### src/rtl/result_collector_pkg.sv
// rtl/result_collector_pkg.sv - shared sizes, FSM encoding and address helper for the result collector
package result_collector_pkg;

    localparam int N      = 8;
    localparam int DATA_W = 19;
    localparam int ADDR_W = 6;
    localparam int DEPTH  = N * N;

    typedef enum logic [1:0] {
        IDLE    = 2'd0,
        COLLECT = 2'd1,
        DONE    = 2'd2
    } state_t;

    typedef logic [ADDR_W-1:0]        addr_t;
    typedef logic signed [DATA_W-1:0] data_t;

    // Row-major flat address of (row, col).
    function automatic addr_t calc_addr(input addr_t row, input addr_t col);
        return addr_t'(int'(row) * N + int'(col));
    endfunction

endpackage

### src/rtl/result_collector_if.sv
// rtl/result_collector_if.sv - write strobe, readback and status signals of the result collector
interface result_collector_if;
    import result_collector_pkg::*;

    logic  start;
    data_t out;
    logic  writeToReg;
    logic  rd_en;
    addr_t rd_addr;
    data_t rd_data;
    logic  rd_valid;
    addr_t wr_row;
    addr_t wr_col;
    logic  busy;
    logic  done;
    logic  overflow;

    modport master (
        output start, out, writeToReg, rd_en, rd_addr,
        input  rd_data, rd_valid, wr_row, wr_col, busy, done, overflow
    );

    modport slave (
        input  start, out, writeToReg, rd_en, rd_addr,
        output rd_data, rd_valid, wr_row, wr_col, busy, done, overflow
    );

endinterface

### src/rtl/result_collector_ram.sv
// rtl/result_collector_ram.sv - simple dual-port result memory, registered read-before-write port
module result_ram
    import result_collector_pkg::*;
(
    input  logic  clk,
    input  logic  reset,
    input  logic  wr_en,
    input  addr_t wr_addr,
    input  data_t wr_data,
    input  logic  rd_en,
    input  addr_t rd_addr,
    output data_t rd_data
);

    data_t mem [0:DEPTH-1];

    always_ff @(posedge clk) begin
        if (wr_en && (int'(wr_addr) < DEPTH)) begin
            mem[wr_addr] <= wr_data;
        end
    end

    // Non-blocking update of mem gives read-before-write on an address collision.
    always_ff @(posedge clk) begin
        if (reset) begin
            rd_data <= '0;
        end else if (rd_en) begin
            rd_data <= (int'(rd_addr) < DEPTH) ? mem[rd_addr] : '0;
        end
    end

endmodule

### src/rtl/result_collector.sv
// rtl/result_collector.sv - collects an N x N matrix of result words in row-major order
module result_collector
    import result_collector_pkg::*;
(
    input  logic             clk,
    input  logic             reset,
    result_collector_if.slave bus
);

    state_t state, state_nxt;
    addr_t  row, row_nxt;
    addr_t  col, col_nxt;
    logic   overflow, overflow_nxt;
    logic   wr_en;
    logic   rd_valid;

    always_ff @(posedge clk) begin
        if (reset) begin
            state    <= IDLE;
            row      <= '0;
            col      <= '0;
            overflow <= 1'b0;
        end else begin
            state    <= state_nxt;
            row      <= row_nxt;
            col      <= col_nxt;
            overflow <= overflow_nxt;
        end
    end

    always_comb begin
        state_nxt    = state;
        row_nxt      = row;
        col_nxt      = col;
        overflow_nxt = overflow;
        wr_en        = 1'b0;

        // start wins over any strobe arriving in the same cycle.
        if (bus.start) begin
            state_nxt    = COLLECT;
            row_nxt      = '0;
            col_nxt      = '0;
            overflow_nxt = 1'b0;
        end else begin
            case (state)
                COLLECT: begin
                    if (bus.writeToReg) begin
                        wr_en = 1'b1;
                        if (col == addr_t'(N - 1)) begin
                            col_nxt = '0;
                            if (row == addr_t'(N - 1)) begin
                                row_nxt   = '0;
                                state_nxt = DONE;
                            end else begin
                                row_nxt = row + 1'b1;
                            end
                        end else begin
                            col_nxt = col + 1'b1;
                        end
                    end
                end
                DONE: begin
                    if (bus.writeToReg) begin
                        overflow_nxt = 1'b1;
                    end
                end
                default: ;
            endcase
        end
    end

    always_ff @(posedge clk) begin
        if (reset) begin
            rd_valid <= 1'b0;
        end else begin
            rd_valid <= bus.rd_en;
        end
    end

    result_ram u_ram (
        .clk     (clk),
        .reset   (reset),
        .wr_en   (wr_en && !reset),
        .wr_addr (calc_addr(row, col)),
        .wr_data (bus.out),
        .rd_en   (bus.rd_en),
        .rd_addr (bus.rd_addr),
        .rd_data (bus.rd_data)
    );

    assign bus.rd_valid = rd_valid;
    assign bus.wr_row   = row;
    assign bus.wr_col   = col;
    assign bus.busy     = (state == COLLECT);
    assign bus.done     = (state == DONE);
    assign bus.overflow = overflow;

endmodule

### src/flat_wrapper.sv
// flat-port wrapper written by rule: the top's interface ports become plain ports
module result_collector_flat import result_collector_pkg::*;
  (clk, reset, bus_start, bus_out, bus_writeToReg, bus_rd_en, bus_rd_addr, bus_rd_data, bus_rd_valid, bus_wr_row, bus_wr_col, bus_busy, bus_done, bus_overflow);
  result_collector_if bus_i ();
  input  logic clk;
  input  logic reset;
  input wire logic [$bits(bus_i.start)-1:0] bus_start;
  input wire logic [$bits(bus_i.out)-1:0] bus_out;
  input wire logic [$bits(bus_i.writeToReg)-1:0] bus_writeToReg;
  input wire logic [$bits(bus_i.rd_en)-1:0] bus_rd_en;
  input wire logic [$bits(bus_i.rd_addr)-1:0] bus_rd_addr;
  output wire logic [$bits(bus_i.rd_data)-1:0] bus_rd_data;
  output wire logic [$bits(bus_i.rd_valid)-1:0] bus_rd_valid;
  output wire logic [$bits(bus_i.wr_row)-1:0] bus_wr_row;
  output wire logic [$bits(bus_i.wr_col)-1:0] bus_wr_col;
  output wire logic [$bits(bus_i.busy)-1:0] bus_busy;
  output wire logic [$bits(bus_i.done)-1:0] bus_done;
  output wire logic [$bits(bus_i.overflow)-1:0] bus_overflow;
  assign bus_i.start = bus_start;
  assign bus_i.out = bus_out;
  assign bus_i.writeToReg = bus_writeToReg;
  assign bus_i.rd_en = bus_rd_en;
  assign bus_i.rd_addr = bus_rd_addr;
  assign bus_rd_data = bus_i.rd_data;
  assign bus_rd_valid = bus_i.rd_valid;
  assign bus_wr_row = bus_i.wr_row;
  assign bus_wr_col = bus_i.wr_col;
  assign bus_busy = bus_i.busy;
  assign bus_done = bus_i.done;
  assign bus_overflow = bus_i.overflow;
  result_collector u_core (.clk(clk), .reset(reset), .bus(bus_i));
endmodule
### config.mk
export PLATFORM = sky130hd
export DESIGN_NAME = result_collector_flat
export DESIGN_NICKNAME = d
export VERILOG_FILES = /design/src/rtl/result_collector_pkg.sv /design/src/rtl/result_collector_if.sv /design/src/rtl/result_collector_ram.sv /design/src/rtl/result_collector.sv /design/src/flat_wrapper.sv
export SDC_FILE = /design/constraint.sdc
export NUM_CORES = 1
export LEC_CHECK = 0
export CELL_PAD_IN_SITES_DETAIL_PLACEMENT = 1
export CELL_PAD_IN_SITES_GLOBAL_PLACEMENT = 2
export CORE_ASPECT_RATIO = 0.6
export CORE_MARGIN = 2
export CORE_UTILIZATION = 38
export DETAILED_ROUTE_END_ITERATION = 12
export GPL_TIMING_DRIVEN = 0
export MAX_ROUTING_LAYER = met4
export PLACE_DENSITY_LB_ADDON = 0.1
export SLEW_MARGIN = 20
export SYNTH_ARGS = -nofsm -noshare
export SYNTH_HDL_FRONTEND = slang
export SYNTH_SLANG_ARGS = --single-unit
export TNS_END_PERCENT = 1
### constraint.sdc
create_clock -name clk -period 2.9 [get_ports clk]
set_clock_uncertainty 0.05 [all_clocks]
set_input_delay 0.725 -clock clk [delete_from_list [all_inputs] [get_ports clk]]
set_output_delay 0.725 -clock clk [all_outputs]
set_load 0.02 [all_outputs]
==> results of run 1 <==
## layer usage
metal,part of all wire [%],vias up
li1,-,10756
met1,49,13933
met2,41,941
met3,8.1,173
met4,1.9,0
met5,0,-
## state kept, by name, indices dropped and copies added, names as in the netlist
| name | flops |
|---|---|
| u_core.bus.wr_col | 6 |
| u_core.bus.overflow | 1 |
| u_core.bus.wr_row | 6 |
| u_core.bus.rd_valid | 1 |
| u_core.u_ram.rd_data | 19 |
| u_core.state | 2 |
| u_core.u_ram.mem | 1216 |
## worst paths after layout
check	startpoint	cells past startpoint	to
worst max-delay path	reset	7	u_core.u_ram.mem[14][5]
worst min-delay path	bus_out[0]	1	u_core.u_ram.mem[27][0]
worst max register to register	u_core.state[0]	7	u_core.u_ram.mem[14][5]
worst min register to register	u_core.bus.overflow	2	u_core.bus.overflow
## cells by family (layout without fill, tap and decap cells)
kind of cell	after synthesis	in the layout	synth area share [%]
AO/OA/AOI/OAI	365	365	5.22
AND/OR/NAND/NOR	308	308	3.37
multiplexers	382	382	12.5
other	0	2	0
buffers and inverters	148	540	1.40
adder cells (fa/ha/maj)	4	4	0.119
flip-flops	1251	1251	77.2
XOR/XNOR	13	13	0.236
## power breakdown
group / switching (mW) / internal, mW / total [mW]
Clock: 6.96 / 8.63 / 15.6
Combinational: 1.53 / 0.704 / 2.24
Sequential: 0.0239 / 19.8 / 19.9
Total: 8.52 / 29.2 / 37.7
## final cells by class
type	instances	area (um2)	area share [%]
Antenna cell	2	5.00	0.00862
Buffer	143	731	1.26
Clock buffer	138	3070	5.29
Clock inverter	85	742	1.28
Inverter	5	18.8	0.0323
Multi-Input combinational cell	1072	11700	20.2
Sequential cell	1251	37200	64.1
Tap cell	1699	2130	3.66
Timing Repair Buffer	169	2450	4.22
## cells in the final DEF, fill, tap and decap left out, types with 38 or more instances in the layout
master and instances:
mux4_2 152, buf_4 47, buf_12 58, o22ai_1 61, clkbuf_16 120, clkbuf_1 68, nor2_4 62, buf_2 50
a22o_1 38, mux2_2 209, edfxtp_1 1216, nor3_1 41, a211oi_1 76, nor2b_1 82, o21ai_0 76, clkdlybuf4s50_1 40
## per-stage QoR
| step | worst slack, ns | hold slack [ns] | setup TNS [ns] | total power, mW | util (%) |
|---|---|---|---|---|---|
| after floorplan | -0.272 | 0.406 | -235.62 | 21.1 | - |
| after global placement | -2.63 | 0.402 | -4184.37 | 22.3 | 40.4 |
| after detailed placement | -1.77 | 0.426 | -1701.68 | 22.4 | 41.2 |
| after CTS | -0.145 | 0.271 | -23.37 | 37.9 | 45.9 |
| after global routing | -0.227 | 0.292 | -55.98 | 38.7 | 46.0 |
| final | -0.0937 | 0.320 | -14.46 | 37.7 | 46.0 |
## critical path: cells and delay by family
family,cells,cell delay [ns]
buf+inv,2,0.90
simple gates,5,1.70
## timing repair
action,CTS,global route
setup endpoints to repair,1235,662
buffers inserted,70,0
gates resized for setup,206,36
pin swaps,60,7
==> metrics.yaml, run 1 <==
run_status:
  status: "finished, violations left"
  violations: "setup timing"
timing:
  worst_slew_pin_slew_ns: 1.16
  setup_viol: 272
  fin_crit_ns: 2.99
  worst_slack_ns: -0.0937
  drv_slew: 0
  slew_headroom_pct: 22.5
  hold_viol: 0
  finalCritPeriodShare_pct: 103
  clock.fmax_mhz: 334
  grt_setup_unrepaired: "yes"
placed_design:
  dp_cells: 4269
  io_buffer_count: 63
  post_dp_cell_area_um2: 52000
  gp_congestion: 0.857
  dp_hpwl_um: 104000
grt:
  grt_use_met3_pct: 4.84
  grt_max_degree: 49
  grt_overflow_total: 0
  grt_pass1_wl_um: 213000
  grt_pass1_vias: 25764
  track_usage_pct: 24.5
  use_met1_pct: 39.1
  busiest_layer: "met1"
  antenna_found_initial: 3
  use_met2_pct: 32.1
setup_path:
  reg2reg_slack_ns: 0.05
  cpMaxStageDelayCell: "clkdlybuf4s50_1"
  crit_fanout: 18
  crit_path_frequent_cell: "nor2_2"
  arrival_ns: 3.38
  path_cells: "clkdlybuf4s50_1 > nor2_2 > nand2_1 > nor2_2 > nand3_2 > nor2_4 > buf_12"
  critPathMaxStageDelay_ns: 0.69
  critPathLaunchType: "input pin"
  cp-end-kind: "flip-flop"
  required_ns: 3.29
  path_class: "in -> reg"
routing:
  dr.pass1.iters: 5
  wl_per_cell_um: 33.8
  drc: 0
  drtIter0Drc: 2984
  ant_nets: 0
  vias_per_cell: 5.65
  wl_um: 154000
  via_count: 25803
yosys:
  synth_flop_cell: "edfxtp_1"
  yosysSeqAreaShare_pct: 77.2
  synth_top_cell_area_share_pct: 75.7
  synth_area_per_cell_um2: 19.5
  syn_nets: 2505
  async_flop_share_pct: 0
  syn-instance-count: 2471
  synth_top_cells_by_count: "edfxtp_1, mux2_2, mux4_2, nor2_1, nor2b_1"
  syn-cell-area_um2: 48200
  synth_area_leaders: "edfxtp_1, mux4_2, mux2_2, dfxtp_1, a211oi_1"
  synth_area_leader_cell: "edfxtp_1"
  synth_edf_count: 1216
  ys_types: 40
  synth-seq-cells: 1251
  synth_most_common_cell: "edfxtp_1"
  synth_warnings: 0
layout:
  syn2layout_area_growth_pct: 20.4
  final_cell_area_um2: 58100
  fin_cells: 4564
  nNetsFinal: 2796
  drive_gt1_share_pct: 34.1
  fill_cells: 11572
floorplanning:
  design.core.area_um2: 126000
  fp-row-count: 101
  die_area_um2: 130000
  initial_utilization_pct: 38.2
  die_h_um: 280
  die_w_um: 464
  num_io_pins: 65
power_and_ir_drop:
  ir_worst_vdd_v: 0.000543
  leakage_nw: 17.9
  p_per_area_nw_per_um2: 649
cts:
  clock_path_buffers: 3
  cts_buffers: 120
  clock_latency_ns: 0.75
  tritoncts: "done"
  cts-root-buf: "clkbuf_16"
  cts_hold_buf: 0
  cts.sinks: 1251
  clk_pin_slew_worst_paths_ns: 0.07
  htree_levels: 3
hold_path:
  hp-class: "in -> reg"
flow_run:
  cap_viol_max_count: 0
Note: power is estimated with default switching activity, not from simulation.
==> inputs of run 2 (changes only) <==
--- a/config.mk
+++ b/config.mk
@@ -14,6 +14,7 @@
 export GPL_TIMING_DRIVEN = 0
 export MAX_ROUTING_LAYER = met4
 export PLACE_DENSITY_LB_ADDON = 0.1
+export SKIP_LAST_GASP = 1
 export SLEW_MARGIN = 20
 export SYNTH_ARGS = -nofsm -noshare
 export SYNTH_HDL_FRONTEND = slang
==> constraint.sdc (replaced) <==
create_clock -name clk -period 2.9 [get_ports clk]
set_clock_uncertainty 0.05 [all_clocks]
set_input_delay 0.435 -clock clk [delete_from_list [all_inputs] [get_ports clk]]
set_output_delay 0.435 -clock clk [all_outputs]
set_load 0.02 [all_outputs]
==> metrics.yaml, run 2 (synthesis gave the netlist of run 1 again) <==
run_status:
  status: "finished, violations left"
  violations: "setup timing"
routing:
  wl_um: 154000  # about the same
  via_count: 25970  # +0.65%
  vias_per_cell: 5.67  # +0.27%
  drc: 0  # unchanged
  ant_nets: 0  # unchanged
  wl_per_cell_um: 33.7  # -0.31%
  drtIter0Drc: 3149  # +5.5%
  dr.pass1.iters: 5  # unchanged
layout:
  drive_gt1_share_pct: 31.7  # -2.4 points
  syn2layout_area_growth_pct: 19.7
  largest_registers: "u_core.u_ram.mem x1216, u_core.u_ram.rd_data x19"
  fill_cells: 11618  # +0.40%
  fin_cells: 4581  # +0.37%
  final_common_cell: "edfxtp_1"
  register_area_um2: 37200  # about the same
  multi_input_area_um2: 11300  # -3.8%
  nNetsFinal: 2813  # +0.61%
  top_register: "u_core.u_ram.mem"
  largest_register_ffs: 1216  # unchanged
  final_cell_mix: "edfxtp_1, mux2_2, mux4_2, clkbuf_16, clkbuf_1"
timing:
  worst_slack_ns: -0.203  # -0.109 ns
  fin_crit_ns: 3.10  # +0.109 ns
  hold_slack_ns: 0.0578  # -0.262 ns
  finalCritPeriodShare_pct: 107  # +3.8 points
  drv_slew: 0  # unchanged
  setup_viol: 64  # -76%
  grt_setup_unrepaired: "yes"
  worst_slew_pin_slew_ns: 1.11  # -0.0514 ns
  clock.fmax_mhz: 322  # -3.5%
  hold_viol: 0  # unchanged
  slew_headroom_pct: 26.0  # +3.4 points
flow_run:
  cap_viol_max_count: 0  # unchanged
placed_design:
  gp_congestion: 0.857  # unchanged
  io_buffer_count: 63  # unchanged
  dp_hpwl_um: 104000  # unchanged
  preCtsSetupSlack_ns: -1.48  # +0.290 ns
  dp_cells: 4269  # unchanged
setup_path:
  cp-end-kind: "flip-flop"
  path_class: "in -> reg"
  critPathLaunchType: "input pin"
  arrival_ns: 3.70  # +0.32 ns
  cpMaxStageDelayCell: "clkdlybuf4s50_1"
  cp_top_family: "buffers and inverters"
  path_cells: "clkdlybuf4s50_1 > nand2b_1 > clkbuf_1 > o22ai_1 > o31ai_2 > nor3_1 > o221ai_1"
  crit_buf_inv: 2  # unchanged
  critPathMaxStageDelay_ns: 0.82  # +0.13 ns
  required_ns: 3.50  # +0.21 ns
  crit_fanout: 10  # -8
grt:
  grt_pass1_vias: 25735  # -0.11%
  grt_max_degree: 49  # unchanged
  antenna_found_initial: 3  # unchanged
  grt_pass1_wl_um: 213000  # -0.19%
  grt_overflow_total: 0  # unchanged
  track_usage_pct: 24.5  # -0.040 points
power_and_ir_drop:
  ir_worst_vdd_v: 0.000545  # +0.37%
  p_per_area_nw_per_um2: 652  # +0.42%
  power.total_mw: 37.6  # -0.25%
  leakage_nw: 17.8  # -0.58%
floorplanning:
  die_w_um: 464  # unchanged
  design.core.area_um2: 126000  # unchanged
  num_io_pins: 65  # unchanged
  fp-row-count: 101  # unchanged
  initial_utilization_pct: 38.2  # unchanged
  die_h_um: 280  # unchanged
  die_area_um2: 130000  # unchanged
cts:
  clock_latency_ns: 0.75  # about the same
  cts_buffers: 120  # unchanged
  tritoncts: "done"
  clk_pin_slew_worst_paths_ns: 0.06  # about the same
  cts-root-buf: "clkbuf_16"
  cts.sinks: 1251  # unchanged
  clock_path_buffers: 3  # unchanged
  htree_levels: 3  # unchanged
hold_path:
  hp-class: "in -> reg"
## run 2: cell types whose count changed in the layout (fill, tap and decap cells not counted), sizes merged
cell,delta
clkdlybuf4s15,-1
dlygate4sd3,+2
dlymetal6s2s,-2
clkdlybuf4s50,+4
dlygate4sd2,-1
buf,+14
clkbuf,+1
## run 2: routing by layer
metal  part of all wire (%)  GRT usage (%)  up-vias
met4                    1.9           4.75        0
met5                      0              -        -
met3                    7.5           4.81      160
li1                       -              -    10794
met2                     41           32.1      953
met1                     50           39.0    14063
## run 2: through the flow
stage	utilization [%]	cell area, um2	setup TNS (ns)
6_report	45.7	57700	-2.48
5_1_grt	45.7	57700	-41.49
4_1_cts	45.5	57400	-22.19
3_5_place_dp	41.2	52000	-1359.10
3_3_place_gp	40.4	51000	-3478.06
2_1_floorplan	-	48200	-235.62
## run 2: path summary, 6_finish.rpt
path,from,to,slack [ns],cells past startpoint
setup / recovery,bus_rd_addr[3],u_core.u_ram.rd_data[6],-0.20,7
setup reg to reg,u_core.bus.wr_col[3],u_core.u_ram.mem[4][3],-0.02,10
hold / removal,bus_out[8],u_core.u_ram.mem[31][8],0.06,1
hold reg to reg,u_core.bus.overflow,u_core.bus.overflow,0.44,2
## run 2: what timing repair did
| action | in CTS | in global routing |
|---|---|---|
| pin swaps | 54 | 6 |
| setup endpoints to repair | 1235 | 1078 |
| resized for setup | 87 | 37 |
| hold buffers | 2 | 0 |
| setup buffers | 73 | 12 |
| endpoints found under the hold margin | 31 | 0 |
## run 2: worst reg2reg max path, stage by stage, from the launching register on
cell and delay, ns:
dfxtp_2 0.39, ha_1 0.16, inv_1 0.05, fa_1 0.41
xnor2_2 0.31, xnor2_2 0.15, buf_4 0.18, buf_12 0.13
nand2_4 0.19, nor2_4 0.35, buf_6 0.24
## run 2: where the power goes
part           leakage [nW]  internal [mW]  switching, mW  total [mW]
registers              11.2           19.8         0.0237        19.9
logic                  4.72          0.670           1.50        2.17
clock network          1.88           8.62           6.94        15.6
total                  17.8           29.1           8.46        37.6
## run 2: layout make-up
type / instances / area share, %
Sequential cell: 1251 / 64.5
Buffer: 143 / 1.17
Tap cell: 1699 / 3.68
Clock buffer: 138 / 5.32
Antenna cell: 2 / 0.00868
Clock inverter: 85 / 1.29
Timing Repair Buffer: 186 / 4.47
Multi-Input combinational cell: 1072 / 19.5
Inverter: 5 / 0.0325
==> inputs of run 3 (changes only) <==
--- a/config.mk
+++ b/config.mk
@@ -10,10 +10,11 @@
 export CORE_ASPECT_RATIO = 0.6
 export CORE_MARGIN = 2
 export CORE_UTILIZATION = 38
+export CTS_BUF_LIST = sky130_fd_sc_hd__clkbuf_2
 export DETAILED_ROUTE_END_ITERATION = 12
-export GPL_TIMING_DRIVEN = 0
 export MAX_ROUTING_LAYER = met4
 export PLACE_DENSITY_LB_ADDON = 0.1
+export RECOVER_POWER = 50
 export SKIP_LAST_GASP = 1
 export SLEW_MARGIN = 20
 export SYNTH_ARGS = -nofsm -noshare
==> metrics.yaml, run 3 (synthesis gave the netlist of run 1 again) <==
timing:
  grt_setup_unrepaired: "yes"
  drv_slew: 634  # +634
  setup_viol: 40  # -38%
  hold_viol: 0  # unchanged
  worst_slack_ns: -0.0738  # +0.129 ns
  worst_slew_pin_slew_ns: 2.80  # +1.69 ns
  slew_headroom_pct: -86.7  # -110 points
  finalSetupTns_ns: -1.79  # +0.684 ns
  fin_crit_ns: 2.97  # -0.129 ns
  finalCritPeriodShare_pct: 103  # -4.4 points
  clock.fmax_mhz: 336  # +4.3%
hold_path:
  hold_end: "u_core.bus.wr_col[0]"
  hp-class: "in -> reg"
  holdCritStartpoint: "bus_writeToReg"
  whs_path_depth: 5  # +4
setup_path:
  crit_fanout: 41  # +31
  reg2reg_slack_ns: -0.03  # about the same
  arrival_ns: 4.23  # +0.53 ns
  cp-end-kind: "flip-flop"
  required_ns: 4.16  # +0.66 ns
  reg2reg_to: "u_core.u_ram.rd_data[9]"
  critPathLaunchType: "input pin"
  reg2reg_depth: 5  # -5
  reg2reg_from: "u_core.u_ram.mem[63][9]"
  path_class: "in -> reg"
layout:
  drive_gt1_share_pct: 38.6  # +6.8 points
  final_cell_area_um2: 56900  # -1.3%
  register_area_um2: 37300  # about the same
  top_register: "u_core.u_ram.mem"
  final_common_cell: "edfxtp_1"
  syn2layout_area_growth_pct: 18.1
  final_cell_mix: "edfxtp_1, clkbuf_2, mux2_2, buf_4, mux4_2"
  multi_input_area_um2: 10600  # -6.1%
  nNetsFinal: 3095  # +10%
  fin_util_pct: 45.1  # -0.59 points
  largest_registers: "u_core.u_ram.mem x1216, u_core.u_ram.rd_data x19"
  fill_cells: 12079  # +4.0%
  largest_register_ffs: 1216  # unchanged
floorplanning:
  fp-row-count: 101  # unchanged
  initial_utilization_pct: 38.2  # unchanged
  die_h_um: 280  # unchanged
  design.core.area_um2: 126000  # unchanged
  die_area_um2: 130000  # unchanged
  die_w_um: 464  # unchanged
  num_io_pins: 65  # unchanged
cts:
  cts.sinks: 1251  # unchanged
  tritoncts: "done"
  cts-root-buf: "clkbuf_2"
  cts_buffers: 318  # +170%
  clock_latency_ns: 1.58  # +0.83 ns
  htree_levels: 5  # +2
  clock_path_buffers: 4  # +1
  cts_setup_buffers: 0  # -100%
  clk_pin_slew_worst_paths_ns: 0.11  # +0.05 ns
grt:
  grt_overflow_total: 0  # unchanged
  track_usage_pct: 23.0  # -1.5 points
  antenna_found_initial: 18  # +15
  grt_pass1_vias: 28374  # +10%
  grt_max_degree: 65  # +33%
  grt_pass1_wl_um: 206000  # -3.4%
routing:
  wl_per_cell_um: 29.2  # -14%
  dr.pass1.iters: 5  # unchanged
  ant_nets: 0  # unchanged
  wl_um: 144000  # -6.6%
  drtIter0Drc: 2499  # -21%
  via_count: 26522  # +2.1%
  drc: 0  # unchanged
  vias_per_cell: 5.36  # -5.4%
run_status:
  violations: "capacitance limit, slew limit, setup timing"
  status: "finished, violations left"
power_and_ir_drop:
  leakage_nw: 18.4  # +3.4%
  ir_worst_vdd_v: 0.000362  # -33%
  power.total_mw: 33.6  # -11%
  p_per_area_nw_per_um2: 590  # -9.5%
placed_design:
  gp_congestion: 0.796  # -7.1%
  dp_hpwl_um: 87000  # -16%
  io_buffer_count: 64  # +1.6%
  preCtsSetupSlack_ns: -1.07  # +0.409 ns
  post_dp_cell_area_um2: 54000  # +3.7%
flow_run:
  cap_viol_max_count: 14  # +14
[run 3: routing by layer]
metal	share of wire, %	vias up	track usage [%]
met4	2.3	0	7.82
li1	-	11505	-
met1	46	14020	32.3
met2	45	803	32.9
met5	0	-	-
met3	6.6	194	5.42
[run 3: power breakdown]
part           internal [mW]  switching (mW)
sequential              19.8          0.0394
clock                   4.45            7.12
combinational          0.803            1.33
[run 3: how the worst max path moves through the flow]
stage                         start                       end  slack, ns  cells after the start
4_1_cts         u_core.bus.rd_valid              bus_rd_valid      -0.09                      1
6_report                bus_out[15]  u_core.u_ram.mem[45][15]      -0.07                      5
3_5_place_dp         bus_rd_addr[3]  u_core.u_ram.rd_data[13]      -1.07                      8
3_3_place_gp         bus_rd_addr[3]  u_core.u_ram.rd_data[13]      -1.06                      8
5_1_grt                 bus_out[10]  u_core.u_ram.mem[11][10]      -0.15                      5
2_1_floorplan  u_core.bus.wr_col[3]   u_core.u_ram.mem[46][0]      -0.27                      7
[run 3: worst max-delay path: stages]
cell           delay, ns
dlygate4sd3_1       0.51
buf_2               0.09
dlygate4sd3_1       0.53
clkbuf_1            1.92
clkbuf_4            0.72
[run 3: repair_timing]
| action | CTS | global route |
|---|---|---|
| hold endpoints to repair | 1281 | 0 |
| hold buffers | 63 | 0 |
| setup endpoints to repair | 71 | 373 |
| resized for setup | 146 | 3 |
[run 3: layout make-up]
class                   count  share of cell area, %
well taps                1699                   3.73
flip-flops and latches   1251                   65.4
clock inverters            61                  0.637
clock buffers             441                   3.88
diodes                      5                 0.0220
multi-input cells        1072                   18.6
inverters                   5                 0.0330
repair buffers            413                   7.70
[run 3: through the flow]
step / instances / hold slack, ns
6_report: 4947 / 0.326
2_1_floorplan: 2471 / 0.406
3_5_place_dp: 4377 / 0.435
4_1_cts: 4942 / 0.0526
5_1_grt: 4946 / 0.235
3_3_place_gp: 4377 / 0.399
